## src/rtl/seg_scan_ctrl.sv

```systemverilog
// Time-multiplexed N-digit seven-segment scan controller with slot blanking,
// leading-zero suppression and a frame-synchronised shadow register.
module seg_scan_ctrl #(
  parameter int DIGITS    = 4,
  parameter int PRESCALE  = 100000,
  parameter int BLANK_CYC = 64
) (
  input  logic                  clk,
  input  logic                  rst_n,
  input  logic [4*DIGITS-1:0]   value,
  input  logic [DIGITS-1:0]     dp_in,
  input  logic [DIGITS-1:0]     dig_en,
  input  logic                  lz_sup,
  input  logic                  load,
  output logic [DIGITS-1:0]     an,
  output logic [6:0]            seg,
  output logic                  dp,
  output logic                  frame_start
);

  localparam int PW = $clog2(PRESCALE);
  localparam int IW = (DIGITS > 1) ? $clog2(DIGITS) : 1;

  logic [PW-1:0]          p;
  logic [IW-1:0]          i;
  logic                   slot_end;
  logic                   boundary;
  logic                   wrap_d;

  logic [4*DIGITS-1:0]    sh_val;
  logic [DIGITS-1:0]      sh_dp;
  logic [DIGITS-1:0]      sh_en;
  logic                   sh_lz;
  logic                   pending;

  logic [4*DIGITS-1:0]    act_val;
  logic [DIGITS-1:0]      act_dp;
  logic [DIGITS-1:0]      act_en;
  logic                   act_lz;

  logic [DIGITS-1:0]      suppressed;
  logic                   zero_run;
  logic [3:0]             nib;
  logic                   lit;
  logic [DIGITS-1:0]      an_nxt;
  logic [6:0]             seg_nxt;
  logic                   dp_nxt;

  function automatic logic [6:0] glyph(input logic [3:0] n);
    logic [6:0] g;
    case (n)
      4'h0: g = 7'b1000000;
      4'h1: g = 7'b1111001;
      4'h2: g = 7'b0100100;
      4'h3: g = 7'b0110000;
      4'h4: g = 7'b0011001;
      4'h5: g = 7'b0010010;
      4'h6: g = 7'b0000010;
      4'h7: g = 7'b1111000;
      4'h8: g = 7'b0000000;
      4'h9: g = 7'b0010000;
      4'hA: g = 7'b0001000;
      4'hB: g = 7'b0000011;
      4'hC: g = 7'b1000110;
      4'hD: g = 7'b0100001;
      4'hE: g = 7'b0000110;
      default: g = 7'b0001110;
    endcase
    return g;
  endfunction

  assign slot_end = (p == PW'(PRESCALE - 1));
  assign boundary = slot_end && (i == IW'(DIGITS - 1));

  always_ff @(posedge clk or negedge rst_n) begin
    if (!rst_n) begin
      p <= '0;
      i <= '0;
    end else if (slot_end) begin
      p <= '0;
      i <= boundary ? '0 : i + 1'b1;
    end else begin
      p <= p + 1'b1;
    end
  end

  // Transfer reads the pre-load shadow, so a load on the boundary waits a frame.
  always_ff @(posedge clk or negedge rst_n) begin
    if (!rst_n) begin
      sh_val  <= '0;
      sh_dp   <= '0;
      sh_en   <= '0;
      sh_lz   <= 1'b0;
      pending <= 1'b0;
      act_val <= '0;
      act_dp  <= '0;
      act_en  <= '0;
      act_lz  <= 1'b0;
    end else begin
      if (boundary && pending) begin
        act_val <= sh_val;
        act_dp  <= sh_dp;
        act_en  <= sh_en;
        act_lz  <= sh_lz;
        pending <= 1'b0;
      end
      if (load) begin
        sh_val  <= value;
        sh_dp   <= dp_in;
        sh_en   <= dig_en;
        sh_lz   <= lz_sup;
        pending <= 1'b1;
      end
    end
  end

  always_comb begin
    zero_run   = 1'b1;
    suppressed = '0;
    for (int k = DIGITS - 1; k >= 0; k--) begin
      zero_run = zero_run && (act_val[4*k +: 4] == 4'h0);
      if (k > 0) suppressed[k] = act_lz && zero_run;
    end
    nib     = act_val[4*i +: 4];
    lit     = (int'(p) >= BLANK_CYC) && act_en[i] && !suppressed[i];
    an_nxt  = lit ? ~(DIGITS'(1) << i) : '1;
    seg_nxt = lit ? glyph(nib) : 7'h7F;
    dp_nxt  = lit ? ~act_dp[i] : 1'b1;
  end

  // frame_start is delayed to line up with the first registered output of slot 0.
  always_ff @(posedge clk or negedge rst_n) begin
    if (!rst_n) begin
      an          <= '1;
      seg         <= 7'h7F;
      dp          <= 1'b1;
      wrap_d      <= 1'b0;
      frame_start <= 1'b0;
    end else begin
      an          <= an_nxt;
      seg         <= seg_nxt;
      dp          <= dp_nxt;
      wrap_d      <= boundary;
      frame_start <= wrap_d;
    end
  end

endmodule
```

## config.mk

```make
export PLATFORM = sky130hd
export DESIGN_NAME = seg_scan_ctrl
export DESIGN_NICKNAME = d
export VERILOG_FILES = /design/src/rtl/seg_scan_ctrl.sv
export SDC_FILE = /design/constraint.sdc
export NUM_CORES = 1
export LEC_CHECK = 0
export ABC_AREA = 0
export BUFFER_PORTS_ARGS = -buffer_cell sky130_fd_sc_hd__buf_2
export CAP_MARGIN = 20
export CELL_PAD_IN_SITES_DETAIL_PLACEMENT = 2
export CELL_PAD_IN_SITES_GLOBAL_PLACEMENT = 2
export CORE_UTILIZATION = 25
export DETAILED_ROUTE_END_ITERATION = 16
export PLACE_DENSITY_LB_ADDON = 0.1
export SLEW_MARGIN = 20
export SYNTH_ARGS = -nofsm -noshare
export SYNTH_HDL_FRONTEND = slang
export SYNTH_SLANG_ARGS = --single-unit
```

## constraint.sdc

```tcl
create_clock -name clk -period 2.85 [get_ports clk]
set_input_delay 0.57 -clock clk [delete_from_list [all_inputs] [get_ports clk]]
set_output_delay 0.57 -clock clk [all_outputs]
set_load 0.1 [all_outputs]
```

==> metrics.yaml, run 1 <==
floorplan:
  die_w_um: 127
  pin_count: 41
  die_h_um: 127
  rows: 45
  die_area_um2: 16100
  start_util: 0.256
  core_area_um2: 15200
logic_synthesis:
  synth_fp_nets: 334
  synth_flop_cell: "dfrtp_1"
  avgSynthCellArea_um2: 13.2
  async_flop_share: 1.00
  synth_cell_types: 44
  synth-seq-cells: 84
  synth_area_um2: 3890
  synth_cells: 294
  synth_edf_count: 0
  yosys_warnings: 0
  synth_seq_area_share: 0.544
route:
  avgViaCountPerCell: 4.56
  antenna_left: 0
  wire_per_inst_um: 16.4
  wl_mm: 8.76
  maxUsedRoutingLayer: "met4"
  drt_iter0_markers: 69
  dr.pass1.iters: 4
  drc: 0
  wl_met1_mm: 4.53
  wl_met3_um: 246
  vias: 2432
  met2_length_mm: 3.80
final_layout:
  layout-drive-gt1-share: 0.365
  fin_area_um2: 4580
  seq_area_um2: 2120
  fillers: 1646
  num_antenna_cells: 0
  multi_input_area_um2: 1650
  area_growth_pct: 17.8
  nets: 380
sta:
  clock_skew_ns: 0.00815
  finalSetupTns_ns: 0
  hold_violations: 0
  maxSlewViolCount: 0
  rsz0062_at_grt: "false"
  layout_worst_path_cycle_share: 0.798
  whs_ns: 0.224
  finalCriticalPeriod_ns: 2.27
  finalSetupViolCount: 0
  tightest_slew_ns: 0.637
  fmax_ghz: 0.440
  relSlewSlack: 0.575
clocking:
  tritoncts: "built"
  cts_root_buf: "clkbuf_16"
  cts_buffers: 9
  postCtsSetupBuffers: 0
  clk_path_buf_depth: 2
  clkLatencyLatePin_ns: 0.34
  cts_resized: 0
  clk_pin_slew_ns: 0.06
  cts_hold_buf: 0
  h-tree-depth: 3
  cts.sinks: 84
pwr:
  internal-power_uw: 1890
  totalPowerFinal_uw: 2440
  sequentialPowerShare: 0.513
  swShare: 0.224
  clockPowerShare: 0.448
  pwr-share-comb: 0.039
  vdd_drop_max_mv: 0.254
  powerDensity_nw_per_um2: 532
  p_leak_uw: 0.00200
  switchingPower_uw: 546
critical_path:
  cp_top_family: "multiplexers"
  worst_r2r_endpoint: "seg[0]"
  crit_arrival_ns: 2.51
  reg2reg_from: "i[0]"
  crit_type: "reg2reg"
  startpoint_type: "register"
  crit_chain: "mux4_2 -> inv_1 -> ha_1 -> nand4b_1 -> o41ai_1 -> o41ai_1"
  ff2ff_setup_slack_ns: 0.58
  critPathSlowestCell: "mux4_2"
  critPathRequiredTime_ns: 3.09
  worst_setup_path_end_kind: "register"
  crit_buf_inv: 1
  cp_slowest_stage_delay_ns: 0.64
  path_max_fanout: 6
  rr_worst_depth: 6
  timing.critical_path.mode_cell: "o41ai_1"
grt:
  grt_start_max_net_pins: 44
  grtUsageTotal: 0.124
  antenna_found_initial: 0
  grt_pass1_wl_mm: 15.1
  grt_overflow_total: 0
  first_global_vias: 2749
placement:
  io_buffers: 40
  gp_congestion: 0.695
  dp_hpwl_mm: 6.22
  placedInstanceArea_um2: 4310
run:
  drv_cap: 0
hold_path:
  min_path_type: "in2async"
status:
  run_status: "complete, no violations"
final cells by class:
| type | count | area share |
|---|---|---|
| clock inverter | 4 | 0.00601 |
| sequential | 84 | 0.462 |
| multi-input combinational | 188 | 0.359 |
| timing repair buffer | 48 | 0.0601 |
| tap | 188 | 0.0514 |
| inverter | 9 | 0.00738 |
| clock buffer | 12 | 0.0538 |
sequential cells by signal (all words and copies together) (netlist names):
| name | count |
|---|---|
| act_dp | 4 |
| act_en | 4 |
| act_lz | 1 |
| act_val | 16 |
| an | 4 |
| dp | 1 |
| frame_start | 1 |
| i | 2 |
| p | 17 |
| pending | 1 |
| seg | 7 |
| sh_dp | 4 |
| sh_en | 4 |
| sh_lz | 1 |
| sh_val | 16 |
| wrap_d | 1 |
power groups by stage:
stage | sequential [uW] | combinational [uW] | clock (uW)
global route | 1250 | 109 | 1190
global placement | 1270 | 96.6 | 0
CTS | 1250 | 99.6 | 1150
floorplan | 1260 | 43.8 | 0
finish | 1250 | 94.6 | 1090
detailed placement | 1270 | 99.0 | 0
cell usage in the layout (no fill, tap or decap), drive strengths merged, types with 2 or more instances in the layout:
| cell type | instances |
|---|---|
| xor2 | 8 |
| o211ai | 2 |
| nand4b | 2 |
| nand3 | 5 |
| nor2 | 16 |
| nand4 | 4 |
| nand2 | 25 |
| clkbuf | 12 |
| xnor2 | 7 |
| a21o | 2 |
| o31ai | 2 |
| mux2 | 52 |
| o21ai | 7 |
| and3 | 7 |
| nand2b | 3 |
| a31oi | 2 |
| o41ai | 2 |
| dfrtp | 72 |
| nor4 | 3 |
| clkinvlp | 3 |
| ha | 12 |
| inv | 9 |
| mux2i | 5 |
| o221ai | 2 |
| buf | 48 |
| mux4 | 5 |
| dfstp | 12 |
| nor3 | 4 |
Yosys cell counts, types with 3 or more instances:
cell       n  area, um2
clkbuf_1   6       22.5
inv_1      9       33.8
nand4_1    4       25.0
mux2_1     7       78.8
xor2_1     8       70.1
nand2_1   25       93.8
nor3_1     3       15.0
dfstp_2   12        315
xnor2_1    7       61.3
nor2_1    16       60.1
ha_1      12        150
dfrtp_1   72       1800
mux4_2     5        113
mux2_4    18        270
buf_2      4       20.0
and3_1     7       43.8
mux2i_1    5       50.1
o21ai_0    7       35.0
nand2b_1   3       18.8
mux2_2    27        304
nand3_1    5       25.0
per-layer routing:
layer / track usage / vias to the layer above
li1: - / 1120
met1: 0.169 / 1260
met2: 0.186 / 40
met3: 0.0261 / 12
met4: 0.0651 / 0
met5: 0 / -
worst reg2reg max path: cells and delay by family (launching register included):
| family | cells | cell delay, ns |
|---|---|---|
| multiplexers | 1 | 0.64 |
| flip-flops | 1 | 0.49 |
| buffers and inverters | 1 | 0.15 |
| AND/OR/NAND/NOR | 1 | 0.14 |
| AO/OA/AOI/OAI | 2 | 0.46 |
| adder cells (fa/ha/maj) | 1 | 0.28 |
how the worst max path moves through the flow:
stage          startpoint         to  cells after the start
2_1_floorplan        i[0]     seg[0]                      7
3_3_place_gp         i[0]  act_dp[3]                      5
3_5_place_dp         i[0]     seg[0]                      6
4_1_cts              i[0]     seg[0]                      6
5_1_grt              i[0]     seg[0]                      6
6_report             i[0]     seg[0]                      6
through the flow:
stage | utilization | setup WS [ns] | cells
after global placement | 0.283 | 0.721 | 517
final | 0.301 | 0.576 | 533
after CTS | 0.301 | 0.558 | 533
after detailed placement | 0.283 | 0.592 | 517
after global routing | 0.301 | 0.383 | 533
after floorplan | - | 0.723 | 294
kinds of logic (layout without fill, tap and decap cells):
| group | after synthesis | after routing | share of synthesized area |
|---|---|---|---|
| buf+inv | 22 | 73 | 0.0328 |
| fa+ha+maj | 12 | 12 | 0.0386 |
| xor+xnor | 15 | 15 | 0.0338 |
| flops | 84 | 84 | 0.544 |
| compound gates | 24 | 24 | 0.0434 |
| mux | 62 | 62 | 0.210 |
| simple gates | 75 | 75 | 0.0975 |
Note: power is estimated with default switching activity, not from simulation.
==> run 2: changes to the inputs <==
clock period = 2.3 ns   (was 2.85 ns; I/O delays follow)
==> run 2 against run 1 <==
  * Final cell count down 0.19%
  * Highest routed layer unchanged
  * Largest power group is now the clock network
  * Via count up 0.41%
  * Die area unchanged
  * Clock power up 50%
  * Design area up 1.4%
  * Hold slack worse by 0.20 ns
==> metrics.yaml, run 2 (same netlist as run 1, synthesis figures left out) <==
status:
  run_status: "complete, no violations"
route:
  wire_per_inst_um: 16.7
  drt_iter0_markers: 72
  avgViaCountPerCell: 4.59
  vias: 2442
  wl_mm: 8.88
  drc: 0
  antenna_left: 0
  dr.pass1.iters: 4
placement:
  placedInstanceArea_um2: 4310
  gp_congestion: 0.708
  dp_hpwl_mm: 6.27
  io_buffers: 40
grt:
  grt_pass1_wl_mm: 15.3
  grtUsageTotal: 0.125
  grt_overflow_total: 0
  antenna_found_initial: 0
  first_global_vias: 2753
  grt_start_max_net_pins: 62
final_layout:
  fin_area_um2: 4640
  final_cell_mix: "72 x dfrtp_1, 39 x buf_2, 27 x mux2_2"
  largest_reg_flops: 17
  layout-drive-gt1-share: 0.372
  fillers: 1613
  top_register: "p"
  nets: 379
  num_antenna_cells: 0
  area_growth_pct: 19.4
  reg.largest.list: "p (17), act_val (16), sh_val (16)"
  final_common_cell: "dfrtp_1"
hold_path:
  min_path_type: "in2async"
sta:
  hold_violations: 0
  finalSetupViolCount: 0
  layout_worst_path_cycle_share: 0.903
  finalSetupTns_ns: 0
  maxSlewViolCount: 0
  whs_ns: 0.0212
  finalCriticalPeriod_ns: 2.08
  clock_skew_ns: 0.00872
  relSlewSlack: 0.579
  tightest_slew_ns: 0.631
  fmax_ghz: 0.482
  rsz0062_at_grt: "false"
critical_path:
  path_max_fanout: 6
  ff2ff_setup_slack_ns: 0.22
  crit_arrival_ns: 2.32
  crit_type: "reg2reg"
  worst_setup_path_end_kind: "register"
  critPathRequiredTime_ns: 2.54
  startpoint_type: "register"
clocking:
  h-tree-depth: 3
  cts_buffers: 9
  clk_pin_slew_ns: 0.07
  clk_path_buf_depth: 2
  cts.sinks: 84
  cts_hold_buf: 0
  cts_root_buf: "clkbuf_16"
  tritoncts: "built"
  clkLatencyLatePin_ns: 0.35
pwr:
  p_leak_uw: 0.00204
  vdd_drop_max_mv: 0.320
  powerDensity_nw_per_um2: 709
run:
  drv_cap: 0
floorplan:
  pin_count: 41
  core_area_um2: 15200
  start_util: 0.256
  die_h_um: 127
  die_w_um: 127
  rows: 45
  die_area_um2: 16100
## run 2: power breakdown
part	switching, uW	internal, uW
logic	53.7	59.8
clock network	660	973
registers	25.4	1520
total	739	2550
## run 2: worst paths after layout
kind,start,end,depth (start not counted)
min reg2reg,wrap_d,frame_start,0
max,i[0],seg[0],5
min in group clk,dp_in[0],sh_dp[0],2
max reg2reg,i[0],seg[0],5
min,rst_n,wrap_d,1
max in group asynchronous,rst_n,p[10],2
## run 2: worst max-delay path: stages, from the launching register on
cell and delay, ns:
dfrtp_1 0.45, mux4_2 0.59, inv_1 0.18, ha_1 0.25
o41ai_1 0.11, o41ai_1 0.38
## run 2: cell type report
class                      count  area [um2]  area share
clock buffer                   9         225      0.0485
clock inverter                 7         105      0.0226
inverter                       9        33.8     0.00727
multi-input combinational    188        1650       0.355
sequential                    84        2120       0.456
tap                          188         235      0.0506
timing repair buffer          47         280      0.0603
## run 2: layer usage
metal	part of all wire	global-route usage	vias up	wire length [um]
li1	-	-	1127	-
met1	0.51	0.171	1268	4490
met2	0.45	0.190	37	3970
met3	0.028	0.0249	10	249
met4	0.019	0.0630	0	168
met5	0	0	-	0
## run 2: per-stage QoR
step	worst slack, ns	cells	total power [uW]	util
2_1_floorplan	0.173	294	1620	-
3_3_place_gp	0.303	516	1690	0.284
3_5_place_dp	0.190	516	1700	0.284
4_1_cts	0.151	532	3360	0.305
5_1_grt	0.0106	532	3420	0.306
6_report	0.223	532	3290	0.306
## run 2: timing repair
| action | CTS | global route |
|---|---|---|
| resized for setup | 0 | 1 |
| buffers inserted | 0 | 0 |
| setup endpoints to repair | 0 | 1 |
